### src/rtl/axi4_lite_master_read_scheduler.sv
// Round-robin scheduler that shares one AXI4-Lite read channel (AR/R) among
// NUM_REQ local requesters. Only one transaction is outstanding at a time.
// Watchdogs bound the wait for arready and rvalid. An expired watchdog ends
// the transfer with a SLVERR response that is flagged by rsp_timeout.
module axi4_lite_master_read_scheduler #(
    parameter int NUM_REQ          = 4,
    parameter int ADDR_WIDTH       = 32,
    parameter int DATA_WIDTH       = 32,
    parameter int MAX_DELAY_READY  = 16,
    parameter int MAX_DELAY_RVALID = 10,
    localparam int GW = (NUM_REQ > 1) ? $clog2(NUM_REQ) : 1
) (
    input  logic                          aclk,
    input  logic                          areset,
    input  logic [NUM_REQ-1:0]            req_valid,
    input  logic [NUM_REQ*ADDR_WIDTH-1:0] req_addr,
    input  logic [NUM_REQ*3-1:0]          req_prot,
    output logic [NUM_REQ-1:0]            req_ready,
    output logic [NUM_REQ-1:0]            rsp_valid,
    output logic [DATA_WIDTH-1:0]         rsp_data,
    output logic [1:0]                    rsp_resp,
    output logic                          rsp_timeout,
    output logic [GW-1:0]                 grant_id,
    output logic                          busy,
    output logic [ADDR_WIDTH-1:0]         araddr,
    output logic [2:0]                    arprot,
    output logic                          arvalid,
    input  logic                          arready,
    input  logic [DATA_WIDTH-1:0]         rdata,
    input  logic [1:0]                    rresp,
    input  logic                          rvalid,
    output logic                          rready
);

    localparam int MAXD = (MAX_DELAY_READY > MAX_DELAY_RVALID) ? MAX_DELAY_READY : MAX_DELAY_RVALID;
    localparam int CW   = $clog2(MAXD + 1);
    localparam logic [CW-1:0] AR_LAST = CW'(MAX_DELAY_READY - 1);
    localparam logic [CW-1:0] R_LAST  = CW'(MAX_DELAY_RVALID - 1);

    localparam logic [1:0] S_IDLE = 2'd0;
    localparam logic [1:0] S_ADDR = 2'd1;
    localparam logic [1:0] S_DATA = 2'd2;
    localparam logic [1:0] S_RESP = 2'd3;

    logic [1:0]            state_q,       state_d;
    logic [CW-1:0]         cnt_q,         cnt_d;
    logic [ADDR_WIDTH-1:0] araddr_q,      araddr_d;
    logic [2:0]            arprot_q,      arprot_d;
    logic [DATA_WIDTH-1:0] rsp_data_q,    rsp_data_d;
    logic [1:0]            rsp_resp_q,    rsp_resp_d;
    logic                  rsp_timeout_q, rsp_timeout_d;
    logic [GW-1:0]         grant_id_q,    grant_id_d;
    logic [GW-1:0]         last_grant_q,  last_grant_d;

    logic                  pick_found;
    logic [GW-1:0]         pick_idx;
    logic                  accept;

    // Round-robin pick: first pending requester after the last one served
    always_comb begin
        pick_found = 1'b0;
        pick_idx   = '0;
        for (int k = 1; k <= NUM_REQ; k++) begin
            if (!pick_found && req_valid[(int'(last_grant_q) + k) % NUM_REQ]) begin
                pick_found = 1'b1;
                pick_idx   = GW'((int'(last_grant_q) + k) % NUM_REQ);
            end
        end
    end

    // A request is taken only while idle; reset suppresses the handshake
    assign accept = (state_q == S_IDLE) && pick_found && !areset;

    genvar gi;
    generate
        for (gi = 0; gi < NUM_REQ; gi++) begin : g_onehot
            assign req_ready[gi] = accept && (pick_idx == GW'(gi));
            assign rsp_valid[gi] = (state_q == S_RESP) && (grant_id_q == GW'(gi));
        end
    endgenerate

    assign arvalid     = (state_q == S_ADDR);
    assign rready      = (state_q == S_DATA);
    assign busy        = (state_q != S_IDLE);
    assign araddr      = araddr_q;
    assign arprot      = arprot_q;
    assign rsp_data    = rsp_data_q;
    assign rsp_resp    = rsp_resp_q;
    assign rsp_timeout = rsp_timeout_q;
    assign grant_id    = grant_id_q;

    // Transfer sequencing and watchdogs
    always_comb begin
        state_d       = state_q;
        cnt_d         = cnt_q;
        araddr_d      = araddr_q;
        arprot_d      = arprot_q;
        rsp_data_d    = rsp_data_q;
        rsp_resp_d    = rsp_resp_q;
        rsp_timeout_d = rsp_timeout_q;
        grant_id_d    = grant_id_q;
        last_grant_d  = last_grant_q;
        case (state_q)
            S_IDLE: begin
                if (accept) begin
                    araddr_d   = req_addr[int'(pick_idx)*ADDR_WIDTH +: ADDR_WIDTH];
                    arprot_d   = req_prot[int'(pick_idx)*3 +: 3];
                    grant_id_d = pick_idx;
                    cnt_d      = '0;
                    state_d    = S_ADDR;
                end
            end
            S_ADDR: begin
                if (arready) begin
                    cnt_d   = '0;
                    state_d = S_DATA;
                end else if (cnt_q == AR_LAST) begin
                    cnt_d         = '0;
                    rsp_data_d    = '0;
                    rsp_resp_d    = 2'b10;
                    rsp_timeout_d = 1'b1;
                    state_d       = S_RESP;
                end else begin
                    cnt_d = cnt_q + 1'b1;
                end
            end
            S_DATA: begin
                if (rvalid) begin
                    cnt_d         = '0;
                    rsp_data_d    = rdata;
                    rsp_resp_d    = rresp;
                    rsp_timeout_d = 1'b0;
                    state_d       = S_RESP;
                end else if (cnt_q == R_LAST) begin
                    cnt_d         = '0;
                    rsp_data_d    = '0;
                    rsp_resp_d    = 2'b10;
                    rsp_timeout_d = 1'b1;
                    state_d       = S_RESP;
                end else begin
                    cnt_d = cnt_q + 1'b1;
                end
            end
            default: begin
                last_grant_d = grant_id_q;
                state_d      = S_IDLE;
            end
        endcase
    end

    // State registers; reset returns to idle with requester 0 first in line
    always_ff @(posedge aclk) begin
        if (areset) begin
            state_q       <= S_IDLE;
            cnt_q         <= '0;
            araddr_q      <= '0;
            arprot_q      <= '0;
            rsp_data_q    <= '0;
            rsp_resp_q    <= '0;
            rsp_timeout_q <= 1'b0;
            grant_id_q    <= '0;
            last_grant_q  <= GW'(NUM_REQ - 1);
        end else begin
            state_q       <= state_d;
            cnt_q         <= cnt_d;
            araddr_q      <= araddr_d;
            arprot_q      <= arprot_d;
            rsp_data_q    <= rsp_data_d;
            rsp_resp_q    <= rsp_resp_d;
            rsp_timeout_q <= rsp_timeout_d;
            grant_id_q    <= grant_id_d;
            last_grant_q  <= last_grant_d;
        end
    end

endmodule

### config.mk
export PLATFORM = sky130hd
export DESIGN_NAME = axi4_lite_master_read_scheduler
export DESIGN_NICKNAME = d
export VERILOG_FILES = /design/src/rtl/axi4_lite_master_read_scheduler.sv
export SDC_FILE = /design/constraint.sdc
export NUM_CORES = 1
export LEC_CHECK = 0
export BUFFER_PORTS_ARGS = -buffer_cell sky130_fd_sc_hd__buf_4
export CAP_MARGIN = 20
export CORE_MARGIN = 2
export CORE_UTILIZATION = 35
export CTS_CLUSTER_SIZE = 24
export DETAILED_ROUTE_END_ITERATION = 7
export HOLD_SLACK_MARGIN = 0.06
export PLACE_DENSITY = 0.77
export SLEW_MARGIN = 20
export SYNTH_ARGS = -nofsm -noshare
export SYNTH_HDL_FRONTEND = slang
export SYNTH_SLANG_ARGS = --single-unit
### constraint.sdc
create_clock -name aclk -period 2.75 [get_ports aclk]
set_input_delay 0.4125 -clock aclk [delete_from_list [all_inputs] [get_ports aclk]]
set_output_delay 0.4125 -clock aclk [all_outputs]
set_load 0.1 [all_outputs]
Yosys cells after proc, flatten, opt, wreduce, memory -nomap -nowiden
Cells that the tools add are included.
W data, S select, Z words.
{ "op_classes": {"n_reduce_logical": 32, "order_cmp": 4, "mux": 47, "n_eq_ne": 16, "n_mul": 1, "n_bitwise": 4, "addsub": 5, "n_shift": 2} }
{ "ops": {"columns": ["operator", "count"], "rows": [
  ["$mux W32", 4],
  ["$shiftx A128 B8 Y32", 1],
  ["$pmux W32 S2", 1],
  ["$mux W2", 13],
  ["$mux W5", 5],
  ["$lt A3 B4 Y1 const B", 4],
  ["$mux W1", 16],
  ["$pmux W5 S3", 1],
  ["$logic_and A1 B1 Y1", 13],
  ["$eq A2 B2 Y1 const B", 6],
  ["$shiftx A12 B5 Y3", 1],
  ["$eq A5 B4 Y1 const B", 2],
  ["$bmux W1 S2", 4],
  ["$reduce_or A2 Y1", 4],
  ["$eq A2 B1 Y1 const B", 3],
  ["$logic_not A2 Y1", 3],
  ["$pmux W2 S3", 1],
  ["$add A5 B1 Y5 const B", 1],
  ["$add A2 B1 Y2 const B", 2],
  ["$add A2 B2 Y2 const B", 2],
  ["$and A1 B1 Y1 const A", 4],
  ["$logic_not A1 Y1", 4],
  ["$mul A2 B2 Y4 const B", 1],
  ["$ne A2 B2 Y1 const B", 2],
  ["11 further kinds", 13]
]} }
{ "word_totals": {"reg_bits": 81, "elab_cells": 120, "input_bits": 182, "out_inout_bits": 83} }

Longest topological paths before layout
Gate-level depths: netlist (run 1).
{ "logic_depth": {"word_depth": 20, "ltp_mapped": 11, "depth_no_buf": 9} }

Least setup slack after synthesis (run 1)
Ideal clock, no wire load.
{ "synth_path": {"path_kind": "register -> output", "startpoint": "register grant_id_q[1] (netlist: grant_id[1])", "endpoint": "output port rsp_valid[0]", "required_ns": 2.338, "path_slack_ns": -0.705, "arrival_time_ns": 3.043, "path_buffers": 0, "path_stages_with_launch": 2, "cell_sequence": "dfxtp_1 nor3b_1"} }
{ "synth_between": {"elab_chain_cells": 2} }
{ "synth_rtl": {"columns": ["element", "line_no", "rtl"], "rows": [
  ["start: declaration", "52", "logic [GW-1:0] grant_id_q, grant_id_d;"],
  ["start signal: assignment", "171", "grant_id_q <= grant_id_d;"],
  ["$logic_not A2 Y1", "78", "assign rsp_valid[gi] = (state_q == S_RESP) && (grant_id_q == GW'(gi));"],
  ["$logic_and A1 B1 Y1", "78", null],
  ["end: declaration", "19", "output logic [NUM_REQ-1:0] rsp_valid,"]
]} }
Every way passes these cells.

Final worst setup path (run 1)
{ "layout_path": {"startpoint": "register last_grant_q[1]", "endpoint": "output port req_ready[2]"} }
{ "layout_between": {"elab_chain_cells": 17, "word_cells_on_any_way": 34, "cone_classes": "add/sub: 4; eq/ne: 1; mux: 20; reduce/logical: 9"} }
{ "layout_rtl": {"columns": ["element", "line_no", "rtl"], "rows": [
  ["start: declaration", "53", "logic [GW-1:0] last_grant_q, last_grant_d;"],
  ["start signal: assignment", "162", "last_grant_q <= GW'(NUM_REQ - 1);"],
  ["start signal: assignment", "172", "last_grant_q <= last_grant_d;"],
  ["$add A2 B1 Y2", "64, 66", null],
  ["$bmux W1 S2", "64", "if (!pick_found && req_valid[(int'(last_grant_q) + k) % NUM_REQ]) begin"],
  ["$mux W1 (implied by the code) (2 in series)", "64", null],
  ["$mux W1", "64", null],
  ["$logic_not A1 Y1", "64", null],
  ["$logic_and A1 B1 Y1", "64", null],
  ["$mux W1", "64", null],
  ["$logic_not A1 Y1", "64", null],
  ["$logic_and A1 B1 Y1", "64", null],
  ["$mux W1", "64", null],
  ["$logic_not A1 Y1", "64", null],
  ["$logic_and A1 B1 Y1", "64", null],
  ["$mux W1", "64", null],
  ["$logic_and A1 B1 Y1 (2 in series)", "72", "assign accept = (state_q == S_IDLE) && pick_found && !areset;"],
  ["$logic_and A1 B1 Y1 (*)", "77", "assign req_ready[gi] = accept && (pick_idx == GW'(gi));"],
  ["end: declaration", "18", "output logic [NUM_REQ-1:0] req_ready,"]
]} }
Mark *: on every way between the ends. The rest lies on a longest branch, timed or not. The select of a mux whose other input is x is not followed.

==> summary.log, run 1 <==
[outcome] run status finished clean
[finish] fin util 55.4%
[synth] Post-Synth Simple-Gate Area 16.7%
[synth] number of enable-type register cells in the synthesized netlist 0
[clocking] Worst-Skew Late Latency 0.34 ns
[clocking] CTS Buf Count 9
[grt] maximum number of pins on one net before global-route repair 71
[timing] share of the clock period used by the worst path after layout 93.3%
[placement] routability-driven placement congestion ratio 0.800
[timing] maximum frequency from static timing analysis 0.390 GHz
[hold_path] min-delay worst type in -> reg
[finish] fraction of final layout cells sized beyond drive strength 1 44.5%
[floorplanning] top-level port count 265
[finish] commonest cells after routing, fill and taps aside sky130_fd_sc_hd__buf_4 (275), sky130_fd_sc_hd__dfxtp_1 (81), sky130_fd_sc_hd__nor2_1 (45), sky130_fd_sc_hd__nand2_1 (45), sky130_fd_sc_hd__and3_1 (40)
[pwr] overall power consumption 6840 uW
[synth] area share of xor/xnor cells in the synthesized design 0.594%
[synth] portion of the post-synthesis area used by sequential elements 36.7%
[grt] M3 GR Usage 5.66%
[floorplanning] Cell Rows 41
[finish] commonest non-fill, non-tap cell in the layout sky130_fd_sc_hd__buf_4
[timing] worst-margin pin slew 0.544 ns
[timing] setup skew after layout 0.00413 ns
[timing] worst slew margin relative to its limit 63.7%
[drt] Vias/cell 5.10
[finish] number of non-filler instances in the completed layout 920
[timing] unrepaired setup endpoints after global routing no
[clocking] Max clock buf depth 2
[drt] violation count after the first detailed-routing iteration 295
[grt] via count of the first global-routing pass 4403
[hold_path] worst-case hold path end point rsp_data[9]
[drt] first drt pass iteration count 5
[finish] total area of sequential cells 1620 um^2
[timing] setup TNS after final layout 0 ns
[synth] Synth Net Count 686
[flow_run] number of max-cap violations 0
[drt] wire per inst 16.0 um
[grt] met1 track demand over resource 21.9%
[drt] total DRC errors in the routed layout 0
[pwr] Static Leak 0.00338 uW
[synth] mux contribution to synthesized area 8.94%
[timing] post-layout minimum cycle time 2.57 ns
[finish] ANT cells 0
[pwr] power density cells 990 nW/um^2
[placement] Detail Placement HPWL 11000 um
[placement] number of input and output port buffers inserted 264
[critical_path] R2R Path End araddr[16]
[synth] Unique masters post-synth 47
[critical_path] required time worst endpoint 2.34 ns
[timing] minimum hold slack 0.305 ns
[synth] share of async-settable or async-resettable flops after synthesis 0%
[synth] instance count of the mapped netlist 495
[pwr] peak supply drop 0.505 mV
[drt] Via Count 4689
[placement] total placed cells including tap cells 903
[synth] share of the synthesized area in compound gates (AO/OA/AOI/OAI) 28.3%
[grt] antenna violations before repair 0
[floorplanning] placeable core area 12500 um^2
[clocking] count of hold buffers inserted by post-cts repair 0
[finish] area taken by multi-input logic gates 2550 um^2
[critical_path] startpoint of the most critical register-to-register path last_grant_q[1]
[clocking] clk sinks 81
[synth] post-synth design cell area 4420 um^2
[floorplanning] die height 116 um
[drt] Antenna Nets Post-Route 0
[floorplanning] starting utilization of the core area 35.5%
[synth] Area contributors post-synth sky130_fd_sc_hd__dfxtp_1 (37%), sky130_fd_sc_hd__mux2i_1 (8.6%), sky130_fd_sc_hd__o211ai_2 (7.9%)
[timing] setup violators final 0
[drt] aggregate routed wire length 14800 um
[floorplanning] area of the die 13600 um^2
[critical_path] kind of critical path reg -> out
[synth] YS warnings 0
[grt] layer with the highest usage met2
[finish] area growth from synthesis to layout 56.1%
[finish] fillcell total 1119
[hold_path] worst hold path stage count 3
[clocking] total of cells resized after clock tree synthesis 0
[critical_path] minimum setup slack among reg-to-reg paths 0.45 ns
[critical_path] maximum net fanout on the critical path 14
[grt] aggregate global-route resource usage 20.0%
[grt] first-pass GRT wire length 21400 um
[synth] main flop type after synthesis sky130_fd_sc_hd__dfxtp_1
[timing] final hold vios 0
[critical_path] worst-case reg-to-reg path depth 6
[grt] total congestion overflow 0
[clocking] depth of the CTS H-tree 3
[floorplanning] die outline width 116 um
[synth] largest area contributor in the synthesized netlist sky130_fd_sc_hd__dfxtp_1
[clocking] clock edge transition at the registers on the reported setup and hold paths 0.06 ns
[synth] post-synthesis adder-cell area fraction 2.55%
[critical_path] CP Capture Type output pin
[synth] combinational family with the most area after synthesis compound AO/OA/AOI/OAI gates
[grt] met2 Use GR 36.9%
[clocking] TritonCTS clock tree yes
[hold_path] startpoint of the most critical hold path rdata[9]
[synth] mean post-synth cell area 8.94 um^2
[synth] share of Yosys cell area claimed by the top area cell type 36.7%
[critical_path] Critical Path Source Type flip-flop
[timing] max-slew violation total from the final report 0
[clocking] library cell used as clock root buffer sky130_fd_sc_hd__clkbuf_16
[finish] post-layout net count 934
[synth] number of register bits inferred by synthesis 81
[critical_path] data arrival at the endpoint of the critical path 2.15 ns
-- metrics by stage --
stage,instance area [um^2],worst slack (ns)
detailed placement,6540,0.160
finish,6910,0.185
CTS,6910,0.173
floorplan,4430,0.156
global placement,6530,-0.00820
global route,6910,0.0939
-- state kept, by name (all words and copies together) (netlist names) --
signal        flops
arprot            3
rsp_timeout       1
rsp_data         32
state_q           2
grant_id          2
cnt_q             5
araddr           32
rsp_resp          2
last_grant_q      2
-- cell usage after synthesis (9+ instances only) --
library cell                n
sky130_fd_sc_hd__nand2_1   46
sky130_fd_sc_hd__o21ai_1   28
sky130_fd_sc_hd__o21ai_0    9
sky130_fd_sc_hd__nor2_1    47
sky130_fd_sc_hd__and3_1    40
sky130_fd_sc_hd__a21boi_0  35
sky130_fd_sc_hd__clkbuf_1  28
sky130_fd_sc_hd__dfxtp_1   81
sky130_fd_sc_hd__a22oi_1   33
sky130_fd_sc_hd__inv_1     11
sky130_fd_sc_hd__mux2i_1   38
sky130_fd_sc_hd__ha_1       9
sky130_fd_sc_hd__o211ai_2  28
-- how the worst max path moves through the flow --
stage | start | endpoint | slack (ns) | cells past startpoint
floorplan | last_grant_q[1] | req_ready[2] | 0.16 | 7
global placement | req_valid[3] | req_ready[0] | -0.008 | 6
detailed placement | req_valid[3] | req_ready[0] | 0.16 | 7
CTS | last_grant_q[1] | req_ready[2] | 0.17 | 5
global route | last_grant_q[1] | req_ready[2] | 0.09 | 5
finish | last_grant_q[1] | req_ready[2] | 0.18 | 5
-- where the power goes --
group          total, uW  internal (uW)  leakage, uW  switching, uW
clock               1420            915     0.000169            505
combinational       3820           1020      0.00255           2800
sequential          1590           1430     0.000661            166
-- per-layer routing --
layer | wire (um) | vias up | share of wire, %
met5 | 0 | - | 0
met4 | 217 | 0 | 1.5
met3 | 1300 | 16 | 8.8
met2 | 7440 | 196 | 50
met1 | 5800 | 2194 | 39
li1 | - | 2283 | -
-- worst max-delay path, cell delays in order (launching register included) --
cell                      delay [ns]
sky130_fd_sc_hd__dfxtp_1        0.48
sky130_fd_sc_hd__mux2_4         0.35
sky130_fd_sc_hd__a21oi_4        0.18
sky130_fd_sc_hd__and2_4         0.32
sky130_fd_sc_hd__and3_1         0.20
sky130_fd_sc_hd__buf_4          0.29
-- cell families (layout without fill, tap and decap cells) --
| logic type | Yosys count | count (layout) |
|---|---|---|
| mux | 39 | 39 |
| flops | 81 | 81 |
| compound gates | 158 | 158 |
| fa+ha+maj | 9 | 9 |
| simple gates | 153 | 153 |
| xor+xnor | 3 | 3 |
| buf+inv | 52 | 305 |
-- area by class of cell --
class | count | area share (%)
well taps | 172 | 3.12
clock buffers | 10 | 3.46
inverters | 11 | 0.598
multi-input cells | 362 | 37.0
repair buffers | 278 | 30.7
clock inverters | 6 | 1.67
flip-flops and latches | 81 | 23.5
-- timing repair --
item                                    in CTS  in global routing
hold endpoints to repair                     0                  0
endpoints found under the setup margin       1                  0
buffers inserted                             1                  0
Note: power is estimated with default switching activity, not from simulation.
==> inputs of run 2 (changes only) <==
- ABC_AREA: not set -> 1
- PLACE_DENSITY: 0.77 -> 0.76
==> summary.log, run 2 <==
[clocking] count of hold buffers inserted by post-cts repair 0
[finish] area growth from synthesis to layout 51.0%
[clocking] CTS Buf Count 9
[floorplanning] die outline width 120 um
[grt] maximum number of pins on one net before global-route repair 71
[hold_path] min-delay worst type in -> reg
[floorplanning] Cell Rows 42
[clocking] TritonCTS clock tree yes
[drt] violation count after the first detailed-routing iteration 312
[synth] share of async-settable or async-resettable flops after synthesis 0%
[synth] Synth top cells by count sky130_fd_sc_hd__nand2_1 (429), sky130_fd_sc_hd__nand3_1 (83), sky130_fd_sc_hd__dfxtp_1 (81), sky130_fd_sc_hd__nor2_1 (30)
[timing] share of the clock period used by the worst path after layout 93.2%
[synth] portion of the post-synthesis area used by sequential elements 34.3%
[placement] routability-driven placement congestion ratio 0.810
[drt] detailed route wirelength on metal3 1350 um
[drt] aggregate routed wire length 16400 um
[timing] worst setup margin 0.188 ns
[synth] number of register bits inferred by synthesis 81
[pwr] power density cells 1340 nW/um^2
[critical_path] required time worst endpoint 2.34 ns
[drt] uppermost layer routed met4
[critical_path] kind of critical path reg -> out
[synth] number of enable-type register cells in the synthesized netlist 0
[timing] worst slew margin relative to its limit 62.9%
[synth] largest area contributor in the synthesized netlist sky130_fd_sc_hd__dfxtp_1
[pwr] peak supply drop 0.937 mV
[synth] Area contributors post-synth sky130_fd_sc_hd__dfxtp_1 (34%), sky130_fd_sc_hd__nand2_1 (34%), sky130_fd_sc_hd__nand3_1 (8.8%)
[finish] commonest cells after routing, fill and taps aside sky130_fd_sc_hd__nand2_1 (429), sky130_fd_sc_hd__buf_4 (269), sky130_fd_sc_hd__nand3_1 (82), sky130_fd_sc_hd__dfxtp_1 (79), sky130_fd_sc_hd__nor2_1 (29)
[timing] setup violators final 0
[pwr] Static Leak 0.00388 uW
[synth] main flop type after synthesis sky130_fd_sc_hd__dfxtp_1
[critical_path] maximum net fanout on the critical path 8
[synth] Synth Net Count 977
[placement] pre-CTS setup slack 0.207 ns
[floorplanning] die height 120 um
[finish] final cell area excluding filler cells 7140 um^2
[timing] unrepaired setup endpoints after global routing no
[critical_path] Critical Path Source Type flip-flop
[drt] met2 WL 7910 um
[floorplanning] placeable core area 13200 um^2
[floorplanning] area of the die 14500 um^2
[drt] wire per inst 13.6 um
[clocking] clock edge transition at the registers on the reported setup and hold paths 0.07 ns
[drt] Via Count 5732
[clocking] Worst-Skew Late Latency 0.34 ns
[timing] final hold vios 0
[timing] worst-margin pin slew 0.556 ns
[synth] YS warnings 0
[clocking] Max clock buf depth 2
[drt] met1 wire length 6900 um
[drt] first drt pass iteration count 5
[placement] number of input and output port buffers inserted 264
[clocking] depth of the CTS H-tree 3
[finish] commonest non-fill, non-tap cell in the layout sky130_fd_sc_hd__nand2_1
[floorplanning] top-level port count 265
[drt] Vias/cell 4.75
[synth] Unique masters post-synth 31
[critical_path] CP Capture Type output pin
[synth] library cell with the highest instance count after synthesis sky130_fd_sc_hd__nand2_1
[grt] total congestion overflow 0
[timing] setup skew after layout 0.0102 ns
[drt] Antenna Nets Post-Route 0
[outcome] run status finished clean
[synth] mean post-synth cell area 6.02 um^2
[hold_path] worst hold path stage count 3
[grt] via count of the first global-routing pass 5190
[synth] share of Yosys cell area claimed by the top area cell type 34.3%
[grt] antenna violations before repair 0
[finish] ANT cells 0
[drt] total DRC errors in the routed layout 0
[flow_run] number of max-cap violations 0
[grt] aggregate global-route resource usage 21.6%
[timing] maximum frequency from static timing analysis 0.390 GHz
[clocking] clk sinks 81
[timing] max-slew violation total from the final report 0
[placement] Detail Placement HPWL 11800 um
[critical_path] data arrival at the endpoint of the critical path 2.15 ns
[critical_path] worst-case reg-to-reg path depth 15
[clocking] library cell used as clock root buffer sky130_fd_sc_hd__clkbuf_16
[synth] instance count of the mapped netlist 786
[finish] post-layout net count 1216
[timing] post-layout minimum cycle time 2.56 ns
[placement] total placed instance area 6830 um^2
[grt] first-pass GRT wire length 25100 um
[floorplanning] starting utilization of the core area 35.7%
[synth] post-synth design cell area 4730 um^2
[finish] fraction of final layout cells sized beyond drive strength 1 30.6%
run 2: through the flow:
stage	utilization [%]	hold WS [ns]	cells	TNS, ns	total power [uW]
global route	53.9	0.301	1206	0	10200
detailed placement	51.6	0.441	1190	0	8410
floorplan	-	0.469	786	-0.835	6990
CTS	53.8	0.297	1206	0	9610
global placement	51.6	0.438	1190	0	8380
finish	53.9	0.305	1206	0	9560
run 2: repair_timing:
item,CTS,global route
resized for setup,1,7
buffers inserted,0,0
setup endpoints to repair,2,15
run 2: critical path: stages (launching register included):
cell	delay (ns)
sky130_fd_sc_hd__dfxtp_2	0.42
sky130_fd_sc_hd__inv_4	0.07
sky130_fd_sc_hd__nand2_1	0.06
sky130_fd_sc_hd__nand2_1	0.08
sky130_fd_sc_hd__nand2_2	0.11
sky130_fd_sc_hd__nand2_4	0.07
sky130_fd_sc_hd__nor2_8	0.13
sky130_fd_sc_hd__nand2_1	0.07
sky130_fd_sc_hd__o21ai_2	0.16
sky130_fd_sc_hd__inv_1	0.06
sky130_fd_sc_hd__nand2_1	0.14
sky130_fd_sc_hd__nand2_1	0.09
sky130_fd_sc_hd__nor2_2	0.11
sky130_fd_sc_hd__buf_6	0.24
run 2: logic make-up (layout without fill, tap and decap cells):
group | Yosys count | after routing | share of synthesized area (%)
buffers and inverters | 78 | 322 | 7.81
xor gates and xnor gates | 1 | 1 | 0.185
AOI/OAI and AO/OA | 55 | 55 | 6.93
and+or+nand+nor | 562 | 562 | 48.4
DFF | 81 | 81 | 34.3
adders and majority gates | 9 | 9 | 2.38
run 2: final timing paths:
path | slack, ns | endpoint | startpoint
hold / removal | 0.31 | rsp_data[18] | rdata[18]
setup reg to reg | 0.42 | araddr[4] | last_grant_q[1]
hold reg to reg | 0.45 | araddr[8] | araddr[8]
setup / recovery | 0.19 | req_ready[2] | last_grant_q[0]
run 2: per-layer routing:
metal | vias up | track usage (%)
met2 | 205 | 38.4
met1 | 2562 | 25.5
met5 | - | 0
met4 | 0 | 5.96
met3 | 17 | 5.99
li1 | 2948 | -
run 2: layout make-up:
class                   count  area (um^2)
inverters                  32          129
well taps                 176          220
fillers                  1361         6100
multi-input cells         627         2790
clock buffers               9          225
clock inverters             7         61.3
flip-flops and latches     81         1620
repair buffers            274         2090
run 2: report_power, final:
part | switching, uW | internal [uW]
sequential | 224 | 1520
combinational | 5080 | 1560
clock | 539 | 630
